<file path="src/rtl/fetch_pkg.sv">
// Shared types for the instruction fetch stage: buffered entry layout and fetch state.
package fetch_pkg;

    localparam int INSTR_BYTES = 2;

    typedef struct packed {
        logic [15:0] pc;
        logic [15:0] word;
    } fetch_entry_t;

    typedef enum logic [1:0] {
        F_RUN,
        F_HALTED,
        F_FAULT
    } fetch_state_t;

endpackage

</file>
<file path="src/rtl/fetch_fifo.sv">
// Circular prefetch buffer of {pc,word} entries. Flush beats push and pop.
// When empty, the head output keeps showing the last entry that was popped.
module fetch_fifo
    import fetch_pkg::*;
#(
    parameter int DEPTH = 2
) (
    input  logic         clock,
    input  logic         reset,
    input  logic         push,
    input  logic         pop,
    input  logic         flush,
    input  fetch_entry_t din,
    output fetch_entry_t head,
    output logic         empty,
    output logic         full
);

    localparam int PW = (DEPTH > 1) ? $clog2(DEPTH) : 1;
    localparam int CW = $clog2(DEPTH + 1);

    fetch_entry_t   mem_q [DEPTH];
    fetch_entry_t   mem_d [DEPTH];
    fetch_entry_t   last_q, last_d;
    logic [PW-1:0]  wr_ptr_q, wr_ptr_d;
    logic [PW-1:0]  rd_ptr_q, rd_ptr_d;
    logic [CW-1:0]  count_q, count_d;
    logic           do_push, do_pop;

    // Pointers wrap at DEPTH, which need not be a power of two.
    function automatic logic [PW-1:0] ptr_inc(input logic [PW-1:0] p);
        if (p == PW'(DEPTH - 1)) return '0;
        return p + 1'b1;
    endfunction

    assign empty = (count_q == '0);
    assign full  = (count_q == CW'(DEPTH));
    assign head  = empty ? last_q : mem_q[rd_ptr_q];

    // Next-state for storage, pointers, occupancy and the held head value.
    always_comb begin
        mem_d    = mem_q;
        last_d   = last_q;
        wr_ptr_d = wr_ptr_q;
        rd_ptr_d = rd_ptr_q;
        count_d  = count_q;
        do_pop   = pop && !empty;
        do_push  = push && (!full || do_pop);
        if (flush) begin
            wr_ptr_d = '0;
            rd_ptr_d = '0;
            count_d  = '0;
        end else begin
            if (do_push) begin
                mem_d[wr_ptr_q] = din;
                wr_ptr_d        = ptr_inc(wr_ptr_q);
            end
            if (do_pop) begin
                last_d   = mem_q[rd_ptr_q];
                rd_ptr_d = ptr_inc(rd_ptr_q);
            end
            if (do_push && !do_pop) count_d = count_q + 1'b1;
            else if (!do_push && do_pop) count_d = count_q - 1'b1;
        end
    end

    // Control state and the visible held value return to zero on reset.
    always_ff @(posedge clock or posedge reset) begin
        if (reset) begin
            wr_ptr_q <= '0;
            rd_ptr_q <= '0;
            count_q  <= '0;
            last_q   <= '0;
        end else begin
            wr_ptr_q <= wr_ptr_d;
            rd_ptr_q <= rd_ptr_d;
            count_q  <= count_d;
            last_q   <= last_d;
        end
    end

    // Entry storage carries no reset; only slots behind valid pointers are ever read.
    always_ff @(posedge clock) begin
        mem_q <= mem_d;
    end

endmodule

</file>
<file path="src/rtl/instruction_fetch.sv">
// Fetch stage: drives the instruction memory address from the PC, buffers
// fetched {pc,word} pairs and hands them to decode with valid/ready.
module instruction_fetch
    import fetch_pkg::*;
#(
    parameter int MEM_BYTES  = 64,
    parameter int RESET_PC   = 0,
    parameter int FIFO_DEPTH = 2
) (
    input  logic        clock,
    input  logic        reset,
    output logic [15:0] imem_addr,
    input  logic [15:0] imem_word,
    input  logic        redirect_valid,
    input  logic [15:0] redirect_pc,
    input  logic        halt,
    output logic        ir_valid,
    input  logic        ir_ready,
    output logic [15:0] ir_word,
    output logic [15:0] ir_pc,
    output logic        fault
);

    logic [15:0]  fetch_pc_q, fetch_pc_d;
    logic         fault_q, fault_d;
    logic [15:0]  pc_plus;
    logic         push, pop;
    logic         fifo_empty, fifo_full;
    fetch_state_t state;
    fetch_entry_t fifo_din, fifo_head;

    // A latched fault outranks halt; otherwise halt simply suspends fetching.
    always_comb begin
        if (fault_q)   state = F_FAULT;
        else if (halt) state = F_HALTED;
        else           state = F_RUN;
    end

    assign imem_addr = fetch_pc_q;
    assign pop       = ir_valid && ir_ready;
    assign push      = (state == F_RUN) && !redirect_valid && (!fifo_full || pop);
    assign fifo_din  = '{pc: fetch_pc_q, word: imem_word};
    assign pc_plus   = fetch_pc_q + 16'(INSTR_BYTES);

    // Next PC and fault: redirect wins, bad targets latch the fault and keep the PC.
    always_comb begin
        fetch_pc_d = fetch_pc_q;
        fault_d    = fault_q;
        if (redirect_valid) begin
            if (!redirect_pc[0] && (redirect_pc < 16'(MEM_BYTES))) fetch_pc_d = redirect_pc;
            else                                                  fault_d    = 1'b1;
        end else if (push) begin
            fetch_pc_d = (pc_plus == 16'(MEM_BYTES)) ? 16'h0000 : pc_plus;
        end
    end

    // PC and sticky fault registers.
    always_ff @(posedge clock or posedge reset) begin
        if (reset) begin
            fetch_pc_q <= 16'(RESET_PC);
            fault_q    <= 1'b0;
        end else begin
            fetch_pc_q <= fetch_pc_d;
            fault_q    <= fault_d;
        end
    end

    fetch_fifo #(.DEPTH(FIFO_DEPTH)) u_fifo (
        .clock (clock),
        .reset (reset),
        .push  (push),
        .pop   (pop),
        .flush (redirect_valid),
        .din   (fifo_din),
        .head  (fifo_head),
        .empty (fifo_empty),
        .full  (fifo_full)
    );

    assign ir_valid = !fifo_empty;
    assign ir_word  = fifo_head.word;
    assign ir_pc    = fifo_head.pc;
    assign fault    = fault_q;

endmodule
</file>
<file path="config.mk">
export PLATFORM = sky130hd
export DESIGN_NAME = instruction_fetch
export DESIGN_NICKNAME = d
export VERILOG_FILES = /design/src/rtl/fetch_pkg.sv /design/src/rtl/fetch_fifo.sv /design/src/rtl/instruction_fetch.sv
export SDC_FILE = /design/constraint.sdc
export NUM_CORES = 1
export LEC_CHECK = 0
export ABC_AREA = 0
export BUFFER_PORTS_ARGS = -buffer_cell sky130_fd_sc_hd__buf_4
export CORE_MARGIN = 2
export CORE_UTILIZATION = 35
export CTS_BUF_LIST = sky130_fd_sc_hd__clkbuf_4 sky130_fd_sc_hd__clkbuf_8 sky130_fd_sc_hd__clkbuf_16
export CTS_CLUSTER_DIAMETER = 150
export CTS_CLUSTER_SIZE = 12
export DETAILED_ROUTE_END_ITERATION = 12
export PLACE_DENSITY_LB_ADDON = 0.2
export SLEW_MARGIN = 20
export SYNTH_ARGS = -nofsm -noshare
export SYNTH_HDL_FRONTEND = slang
export SYNTH_SLANG_ARGS = --single-unit
</file>
<file path="constraint.sdc">
create_clock -name clock -period 5.9 [get_ports clock]
set_input_delay 1.18 -clock clock [delete_from_list [all_inputs] [get_ports clock]]
set_output_delay 1.18 -clock clock [all_outputs]
set_load 0.005 [all_outputs]
</file>
[Word-level counts from Yosys, hierarchy flattened]
Index checks and enable logic that the tools add are counted.
Storage, ports and cells
  memories: 0
  memory bits (writable): 0
  output and inout bits: 50
  bits in read-only memories: 0
  input bits: 37
  word-level logic and storage cells: 84
  register bits after elaboration: 117
  bits in latches: 0
Operators by class
  add/sub/neg operators: 5
  divide/modulo/power cells: 0
  equal/unequal tests: 3
  mux-type cells: 30
  bitwise logic cells: 4
  reductions and logical operators: 27
  multiply operators: 0
  $lt $le $gt $ge: 4
  shifts and indexed selects: 0
Operators with widths (count)
  32-bit 2-to-1 mux: 5
  64-bit bitwise mux: 1
  16-bit 2-to-1 mux: 4
  32-bit demux with 1-bit select: 1
  16-bit by 2-bit adder with 16-bit output, second input constant: 1
  16-bit by 7-bit == test with 1-bit output, second input constant: 1
  16-bit by 7-bit less-than comparator with 1-bit output, second input constant: 1
  1-bit 2-to-1 mux: 15
  1-bit logical AND: 9
  2-bit 2-to-1 mux: 4
  2-bit AND reduction: 4
  1-bit zero test: 6
  2-bit nonzero test: 3
  2-bit >= comparator, second input constant: 2
  2-bit zero test: 2
  1-bit inverter with 2-bit output: 2
  3-bit nonzero test: 1
  1-bit adder, second input constant: 2
  2-bit by 1-bit adder with 2-bit output, second input constant: 1
  2-bit == test, second input constant: 1
  1-bit logical OR: 2
  2-bit by 1-bit less-than comparator with 1-bit output, second input constant: 1
  2-bit by 1-bit != test with 1-bit output, second input constant: 1
  1-bit inverter: 2
  2-bit by 1-bit subtractor with 2-bit output, second input constant: 1

[Longest topological paths before layout]
Gate-level depths: netlist (run 1).
  depth after elaboration: 11
  gate-level depth with buffers: 8
  mapped depth without buffers: 7

[Hierarchy]
From an unflattened synthesis (run 1), not the netlist that was laid out.
Second synthesis, totals
  cells, all modules: 441
  area total of the unflattened synthesis: 5442.7 µm²
Modules (own cells, without submodules)
  fetch_fifo: area each 4232.8 µm², cells each 304, times used 1, seq. area each 2822.7 µm²
  instruction_fetch: area each 1209.9 µm², cells each 137, times used 1, seq. area each 425.4 µm²

[Least setup slack after synthesis (run 1)]
Ideal clock, no wire load.
  path type: input to register
  start point: in redirect_valid
  end point: reg u_fifo.mem_q[32] in the netlist's numbering (enable)
  path buffers: 1
  data arrival time: 3099 ps
  data required time: 5479 ps
  stages: 4
  library setup time: 421 ps
  setup slack: 2380 ps
  cells stage by stage: clkbuf_1 > inv_1 > o311ai_2 > nor2_1
On the way
  longest elaborated chain between the ends: 5
  elaborated cells on any way between the ends: 6
  those cells by class: 1 x bitwise; 5 x reduce/logical
Ends and longest elaborated chain
  start, declared: RTL line instruction_fetch.sv:14  | input logic redirect_valid,
  1-bit zero test: RTL line instruction_fetch.sv:41  | assign push = (state == F_RUN) && !redirect_valid && (!fifo_full || pop);
  1-bit logical AND (2 in series): RTL line instruction_fetch.sv:41
  1-bit logical AND: RTL line fetch_fifo.sv:48  | do_push = push && (!full || do_pop);
  2-bit AND reduction (no line) (*)
  end signal, assigned: RTL line fetch_fifo.sv:84  | mem_q <= mem_d;
  end, declared: RTL line fetch_fifo.sv:22  | fetch_entry_t mem_q [DEPTH];
Mark *: on every way between the ends. The rest lies on a longest branch, timed or not.
A chain may end at the register's enable or synchronous reset.

[Worst setup path in the final report (run 1)]
  start point: reg u_fifo.rd_ptr_q
  end point: out ir_pc[8]
On the way
  longest elaborated chain between the ends: 5
Ends and longest elaborated chain
  start, declared: RTL line fetch_fifo.sv:26  | logic [PW-1:0] rd_ptr_q, rd_ptr_d;
  start signal, assigned: RTL line fetch_fifo.sv:76  | rd_ptr_q <= rd_ptr_d;
  1-bit inverter with 2-bit output (implied by the code): RTL line fetch_fifo.sv:38  | assign head = empty ? last_q : mem_q[rd_ptr_q];
  32-bit 2-to-1 mux (implied by the code) (3 in series): RTL line fetch_fifo.sv:38
  32-bit 2-to-1 mux: RTL line fetch_fifo.sv:38
  end, declared: RTL line instruction_fetch.sv:20  | output logic [15:0] ir_pc,
Every way passes these cells. The select of a mux whose other input is x is not followed.

==> results of run 1 <==
state kept, by name (all words and copies together) (netlist names):
name and flops:
imem_addr 16, u_fifo.mem_q 64, u_fifo.wr_ptr_q 1, u_fifo.rd_ptr_q 1
fault 1, u_fifo.count_q 2, u_fifo.last_q 32
stage by stage:
stage                     util (%)  total power, mW  worst slack [ns]  hold slack, ns  instances
after floorplan                  -            0.974              2.38           0.473        437
after global placement        41.0             1.04              2.75           0.488        684
after detailed placement      41.0             1.05              2.69           0.491        684
after CTS                     45.2             2.09              2.53           0.506        716
after global routing          45.2             2.15              2.45           0.518        716
final                         45.2             2.07              2.59           0.497        716
worst max-delay path by stage:
stage,end,startpoint,slack [ns]
5_1_grt,ir_pc[8],u_fifo.rd_ptr_q,2.45
2_1_floorplan,u_fifo.mem_q[32],redirect_valid,2.38
3_5_place_dp,u_fifo.mem_q[34],halt,2.69
6_report,ir_pc[8],u_fifo.rd_ptr_q,2.59
4_1_cts,ir_pc[10],u_fifo.rd_ptr_q,2.53
3_3_place_gp,u_fifo.mem_q[27],halt,2.75
synth_stat cells (4+ instances only):
cell | n | area share [%]
o21ai_0 | 9 | 0.88
nand2_1 | 17 | 1.3
dfrtp_1 | 53 | 26
nand3_1 | 9 | 0.88
and3_1 | 5 | 0.61
edfxtp_1 | 64 | 38
buf_1 | 4 | 0.29
buf_2 | 6 | 0.59
nor2_1 | 78 | 5.8
nor3_1 | 12 | 1.2
mux2i_1 | 35 | 6.9
clkbuf_1 | 13 | 0.96
a21oi_1 | 69 | 6.8
a31oi_1 | 5 | 0.61
xor2_1 | 4 | 0.69
routing by layer:
metal / GRT usage [%] / share of wire [%] / vias to the layer above
met5: 0 / 0 / -
met4: 4.76 / 0.93 / 0
met3: 5.93 / 6.5 / 10
met2: 23.7 / 46 / 126
met1: 20.6 / 46 / 1718
li1: - / - / 1762
area by class of cell:
type	count	area, um2	area share (%)
Clock buffer	19	447	6.88
Clock inverter	13	156	2.41
Inverter	4	15.0	0.231
Multi-Input combinational cell	290	1720	26.6
Sequential cell	117	3250	50.1
Tap cell	184	230	3.55
Timing Repair Buffer	89	668	10.3
cell families (layout without fill, tap and decap cells):
| logic type | Yosys count | count (layout) | synth area share [%] |
|---|---|---|---|
| AND/OR/NAND/NOR | 142 | 142 | 12.9 |
| flip-flops | 117 | 117 | 63.8 |
| AO/OA/AOI/OAI | 105 | 105 | 12.3 |
| multiplexers | 35 | 35 | 6.88 |
| buffers and inverters | 30 | 125 | 2.65 |
| XOR/XNOR | 7 | 7 | 1.20 |
| adder cells (fa/ha/maj) | 1 | 1 | 0.246 |
worst register-to-register path, cell delays in order (launching register included):
cell and delay (ns):
dfrtp_1 0.43, or2_2 0.14, buf_4 0.53, nand2_1 0.28, nor2_4 0.12, buf_4 0.50, nor2_1 0.13, a21oi_1 0.16
power by group:
part | switching, mW | internal (mW) | leakage, nW | total, mW
Combinational | 0.0562 | 0.0705 | 1.02 | 0.127
Sequential | 0.0185 | 0.886 | 1.27 | 0.905
Clock | 0.361 | 0.676 | 0.286 | 1.04
==> flow_summary.json, run 1 <==
{
  "hold_class": "reg2reg",
  "yosys.cell_types.count": 51,
  "cts_setup_buffers": 0,
  "synth_flop_cell": "edfxtp_1",
  "post_synth.cell_area_avg_um2": 11.6,
  "r2r-end": "u_fifo.last_q[17]",
  "io_pins": 87,
  "fin_tns_setup_ns": 0,
  "max_freq_ghz": 0.302,
  "path_class": "reg2out",
  "cp_top_family": "flip-flops",
  "synthArstFlopShare_pct": 45.3,
  "dieArea_um2": 15500,
  "start_kind": "register",
  "endpoint_kind": "primary output",
  "die_h_um": 125,
  "period_share_pct": 56.1,
  "ff2ff_path_depth": 7,
  "grt_max_degree": 68,
  "worstMarginPinSlew_ns": 1.01,
  "ff2ff_setup_slack_ns": 3.53,
  "setup_viol": 0,
  "final_layout_size_suffix_gt1_share_pct": 26.1,
  "p_leak_nw": 2.58,
  "final_cell_mix": "buf_4 (89), nor2_1 (76), a21oi_1 (69)",
  "grt_pass1_wl_um": 18700,
  "hold_path_depth": 1,
  "pwr_density_cell_nw_per_um2": 319,
  "rows": 44,
  "r2r-start": "u_fifo.count_q[0]",
  "io_buffers": 86,
  "ant_nets": 0,
  "post_cts_resized": 0,
  "vdd_drop_max_mv": 0.171,
  "design_area_um2": 6490,
  "placed_area_um2": 5890,
  "vias": 3616,
  "core_area_um2": 14400,
  "syn_inst": 437,
  "finalWirelength_um": 11400,
  "clock_sinks": 117,
  "gp_congestion": 0.786,
  "post_drt_wl_per_cell_um": 15.9,
  "htree_num_levels": 4,
  "cts_tree": "yes",
  "root_buffer": "clkbuf_16",
  "grt_antenna_before_repair": 0,
  "required_ns": 4.72,
  "path_clk_slew_ns": 0.05,
  "synth_edf_count": 64,
  "slowest_stage": "dfrtp_2",
  "synth_nets": 475,
  "cts_buffers": 17,
  "fp.dieW_um": 125,
  "vias_per_cell": 5.05,
  "fillers": 1326,
  "cpPeakStageDelay_ns": 1.01,
  "grt_pass1_vias": 3542,
  "cp_max_fo": 33,
  "start_util_pct": 35.4,
  "cp_cell_sequence": "mux2i_1 > a21oi_1 > buf_4",
  "critPathBufInv": 1,
  "hold_viol": 0,
  "firstDrtPassIters": 4,
  "clockBufferDepth": 2,
  "relSlewSlack_pct": 32.6,
  "antenna_cells": 0,
  "grt-ovfl-total": 0,
  "synth_warnings": 0,
  "drtIter0Drc": 302,
  "drc": 0,
  "status": "complete, no violations",
  "area_growth_pct": 27.5,
  "hold_end": "fault",
  "hpwl_um": 7330,
  "layout_commonest_cell": "buf_4",
  "ys_seq_elements": 117,
  "final_nets": 557,
  "rsz0062_at_grt": "false",
  "hold_buffers": 0,
  "arrival_ns": 2.13,
  "ys_seq_area_share_pct": 63.8,
  "min_from": "fault",
  "cap_violations": 0,
  "fin_crit_ns": 3.31,
  "final.setup_skew_ns": 0.00528,
  "insertion_delay_ns": 0.41,
  "syn_area_um2": 5090,
  "grtUsageTotal_pct": 15.5,
  "slew_violations": 0,
  "critical_path_depth": 3
}
Note: power is estimated with default switching activity, not from simulation.
==> run 2, diff against run 1 <==
--- a/config.mk
+++ b/config.mk
@@ -5,7 +5,7 @@
 export SDC_FILE = /design/constraint.sdc
 export NUM_CORES = 1
 export LEC_CHECK = 0
-export ABC_AREA = 0
+export ABC_AREA = 1
 export BUFFER_PORTS_ARGS = -buffer_cell sky130_fd_sc_hd__buf_4
 export CORE_MARGIN = 2
 export CORE_UTILIZATION = 35
==> constraint.sdc (replaced) <==
create_clock -name clock -period 3.3 [get_ports clock]
set_input_delay 0.66 -clock clock [delete_from_list [all_inputs] [get_ports clock]]
set_output_delay 0.66 -clock clock [all_outputs]
set_load 0.005 [all_outputs]
==> run 2 against run 1 <==
Worst hold slack worse by 0.096 ns. Core utilization up 0.60 points. Critical path type unchanged. Via count up 5.3%. Highest routed layer unchanged. Register-to-register slack worse by 2.2 ns. Largest power group is now sequential cells. Clock-buffer cell count up 1.
==> flow_summary.json, run 2 <==
{
  "pwr-share-seq_pct": 36.7,
  "critical_path_depth": 4,
  "hold_viol": 0,
  "yosysMostFrequentCell": "nand2_1",
  "dieArea_um2": 16100,
  "synth_xor_area_share_pct": 0.829,
  "slew_violations": 0,
  "vias_per_cell": 4.76,
  "p_int_mw": 3.69,
  "r2r-start": "imem_addr[1]",
  "max_freq_ghz": 0.379,
  "io_buffers": 86,
  "rsz0062_at_grt": "false",
  "period_share_pct": 80.0,
  "ff2ff_path_depth": 10,
  "synthMuxAreaShare_pct": 6.82,
  "grt-ovfl-total": 0,
  "clock_sinks": 117,
  "fp.dieW_um": 127,
  "top_register": "u_fifo.mem_q",
  "synth_simple_gate_area_share_pct": 13.7,
  "synth_top_cell_area_share_pct": 36.4,
  "layout_commonest_cell": "nand2_1",
  "finalWirelength_um": 11700,
  "vias": 3809,
  "crit_path_end": "ir_pc[0]",
  "vdd_drop_max_mv": 0.395,
  "relSlewSlack_pct": 38.2,
  "clockBufferDepth": 2,
  "dpl.cell_count": 768,
  "post_cts_resized": 0,
  "cap_violations": 0,
  "cts_setup_buffers": 0,
  "ys_seq_elements": 117,
  "grt_pass1_vias": 3781,
  "rows": 44,
  "hpwl_um": 7780,
  "final.setup_skew_ns": 0.00844,
  "drtIter0Drc": 352,
  "arrival_ns": 1.98,
  "grt_max_degree": 66,
  "ys_seq_area_share_pct": 61.5,
  "p_leak_nw": 2.86,
  "synthArstFlopShare_pct": 45.3,
  "die_h_um": 127,
  "total_power_mw": 5.20,
  "post_drt_wl_per_cell_um": 14.6,
  "cts_buffers": 17,
  "antenna_cells": 0,
  "start_util_pct": 36.1,
  "final_nets": 641,
  "cpPeakStageDelay_ns": 0.65,
  "worstMarginPinSlew_ns": 0.927,
  "root_buffer": "clkbuf_16",
  "core_area_um2": 14600,
  "cp_top_family": "buffers and inverters",
  "synth_edf_count": 64,
  "synth_top_family_by_area": "simple AND/OR/NAND/NOR gates",
  "cp_cell_sequence": "nor2_1 > inv_2 > o21ai_0 > buf_4",
  "final_util_pct": 45.8,
  "switching_share_pct": 29.0,
  "required_ns": 2.64,
  "drc": 0,
  "gp_congestion": 0.785,
  "pwr-share-comb_pct": 28.2,
  "hold_class": "in2async",
  "hold_buffers": 0,
  "placed_area_um2": 6110,
  "synth_flop_cell": "edfxtp_1",
  "design_area_um2": 6700,
  "setup_viol": 0,
  "post_synth.cell_area_avg_um2": 10.3,
  "cp-startpoint": "u_fifo.count_q[1]",
  "cp_max_fo": 65,
  "final_cell_mix": "nand2_1 (117), buf_4 (92), o21ai_0 (71)",
  "fin_tns_setup_ns": 0,
  "grt_antenna_before_repair": 0,
  "slowest_stage": "inv_2",
  "grt_pass1_wl_um": 19100,
  "synthTopCellsByCount": "nand2_1 (117), o21ai_0 (71), edfxtp_1 (64)",
  "htree_num_levels": 4,
  "fin_crit_ns": 2.64,
  "start_kind": "register",
  "fin_cells": 800,
  "status": "complete, no violations",
  "cts_tree": "yes",
  "pwr_density_cell_nw_per_um2": 776,
  "firstDrtPassIters": 4,
  "synth_nets": 552,
  "io_pins": 87,
  "whs_ns": 0.400,
  "ff2ff_setup_slack_ns": 1.38,
  "place_ws_ns": 0.879,
  "critPathBufInv": 2,
  "yosys.cell_types.count": 34,
  "yosysTopAreaCell": "edfxtp_1",
  "ant_nets": 0,
  "power.switching_mw": 1.51,
  "endpoint_kind": "primary output",
  "synth-compound-area-share_pct": 10.3,
  "synth_warnings": 0,
  "path_clk_slew_ns": 0.05,
  "final_layout_size_suffix_gt1_share_pct": 28.2,
  "insertion_delay_ns": 0.41,
  "grtUsageTotal_pct": 15.2,
  "ys_top_cells_by_area": "edfxtp_1 (36%), dfrtp_1 (25%), nand2_1 (8.3%)",
  "syn_area_um2": 5280,
  "area_growth_pct": 26.9,
  "clockPowerShare_pct": 35.1,
  "yosys.area_share.adder_pct": 0.237,
  "r2r-end": "imem_addr[6]",
  "path_class": "reg2out",
  "syn_inst": 514,
  "fin_ws_ns": 0.659,
  "largest_reg_flops": 64
}
## run 2: cell types whose count changed in the layout (fill, tap and decap cells not counted), sizes merged, moves of 4 or more
| cell | previous run | this run |
|---|---|---|
| nand2 | 19 | 119 |
| o21ai | 9 | 76 |
| inv | 5 | 61 |
| a21oi | 69 | 15 |
| nor2 | 79 | 31 |
| mux2i | 35 | 0 |
| mux2 | 0 | 32 |
| nor3 | 12 | 0 |
| nand3 | 9 | 19 |
| and3 | 5 | 0 |
| clkinv | 5 | 10 |
| clkinvlp | 4 | 0 |
## run 2: final cells by class
cell class | count | area (um2)
clock inverter | 12 | 134
multi-input combinational | 313 | 1700
clock buffer | 20 | 460
inverter | 62 | 234
timing repair buffer | 92 | 691
fill | 1389 | 7940
sequential | 117 | 3250
tap | 184 | 230
## run 2: how the worst min path moves through the flow
stage                             from                end  slack (ns)
after detailed placement         fault              fault        0.52
final                            reset  u_fifo.last_q[15]        0.40
after floorplan                  fault              fault        0.48
after CTS                        reset       imem_addr[6]        0.42
after global placement           fault              fault        0.51
after global routing      imem_word[4]   u_fifo.mem_q[36]        0.41
## run 2: cells by family after synthesis
family,count (synthesis)
multiplexers,32
flip-flops,117
buffers and inverters,84
adder cells (fa/ha/maj),1
AND/OR/NAND/NOR,173
AO/OA/AOI/OAI,102
XOR/XNOR,5
## run 2: power groups by stage
| stage | clock network (mW) | registers (mW) | logic (mW) |
|---|---|---|---|
| after CTS | 1.87 | 1.91 | 1.49 |
| after global routing | 1.94 | 1.94 | 1.65 |
| after detailed placement | 0 | 1.94 | 1.48 |
| after global placement | 0 | 1.93 | 1.46 |
| after floorplan | 0 | 1.90 | 0.873 |
| final | 1.83 | 1.91 | 1.46 |
## run 2: worst reg2reg max path, cell delays in order (launching register included)
cell and delay [ns]:
dfrtp_1 0.50, ha_1 0.27, nand2_1 0.09, nor2_2 0.23, nand4_1 0.12, nand2_1 0.14
nand3_1 0.08, nor2_1 0.11, nand3_1 0.11, nand3_1 0.09, a21oi_1 0.06
## run 2: layer usage
layer	vias up	GRT usage (%)	wire length (um)
met4	0	4.27	76
met3	9	5.23	713
li1	1890	-	-
met2	111	23.5	5430
met5	-	0	0
met1	1799	20.5	5460
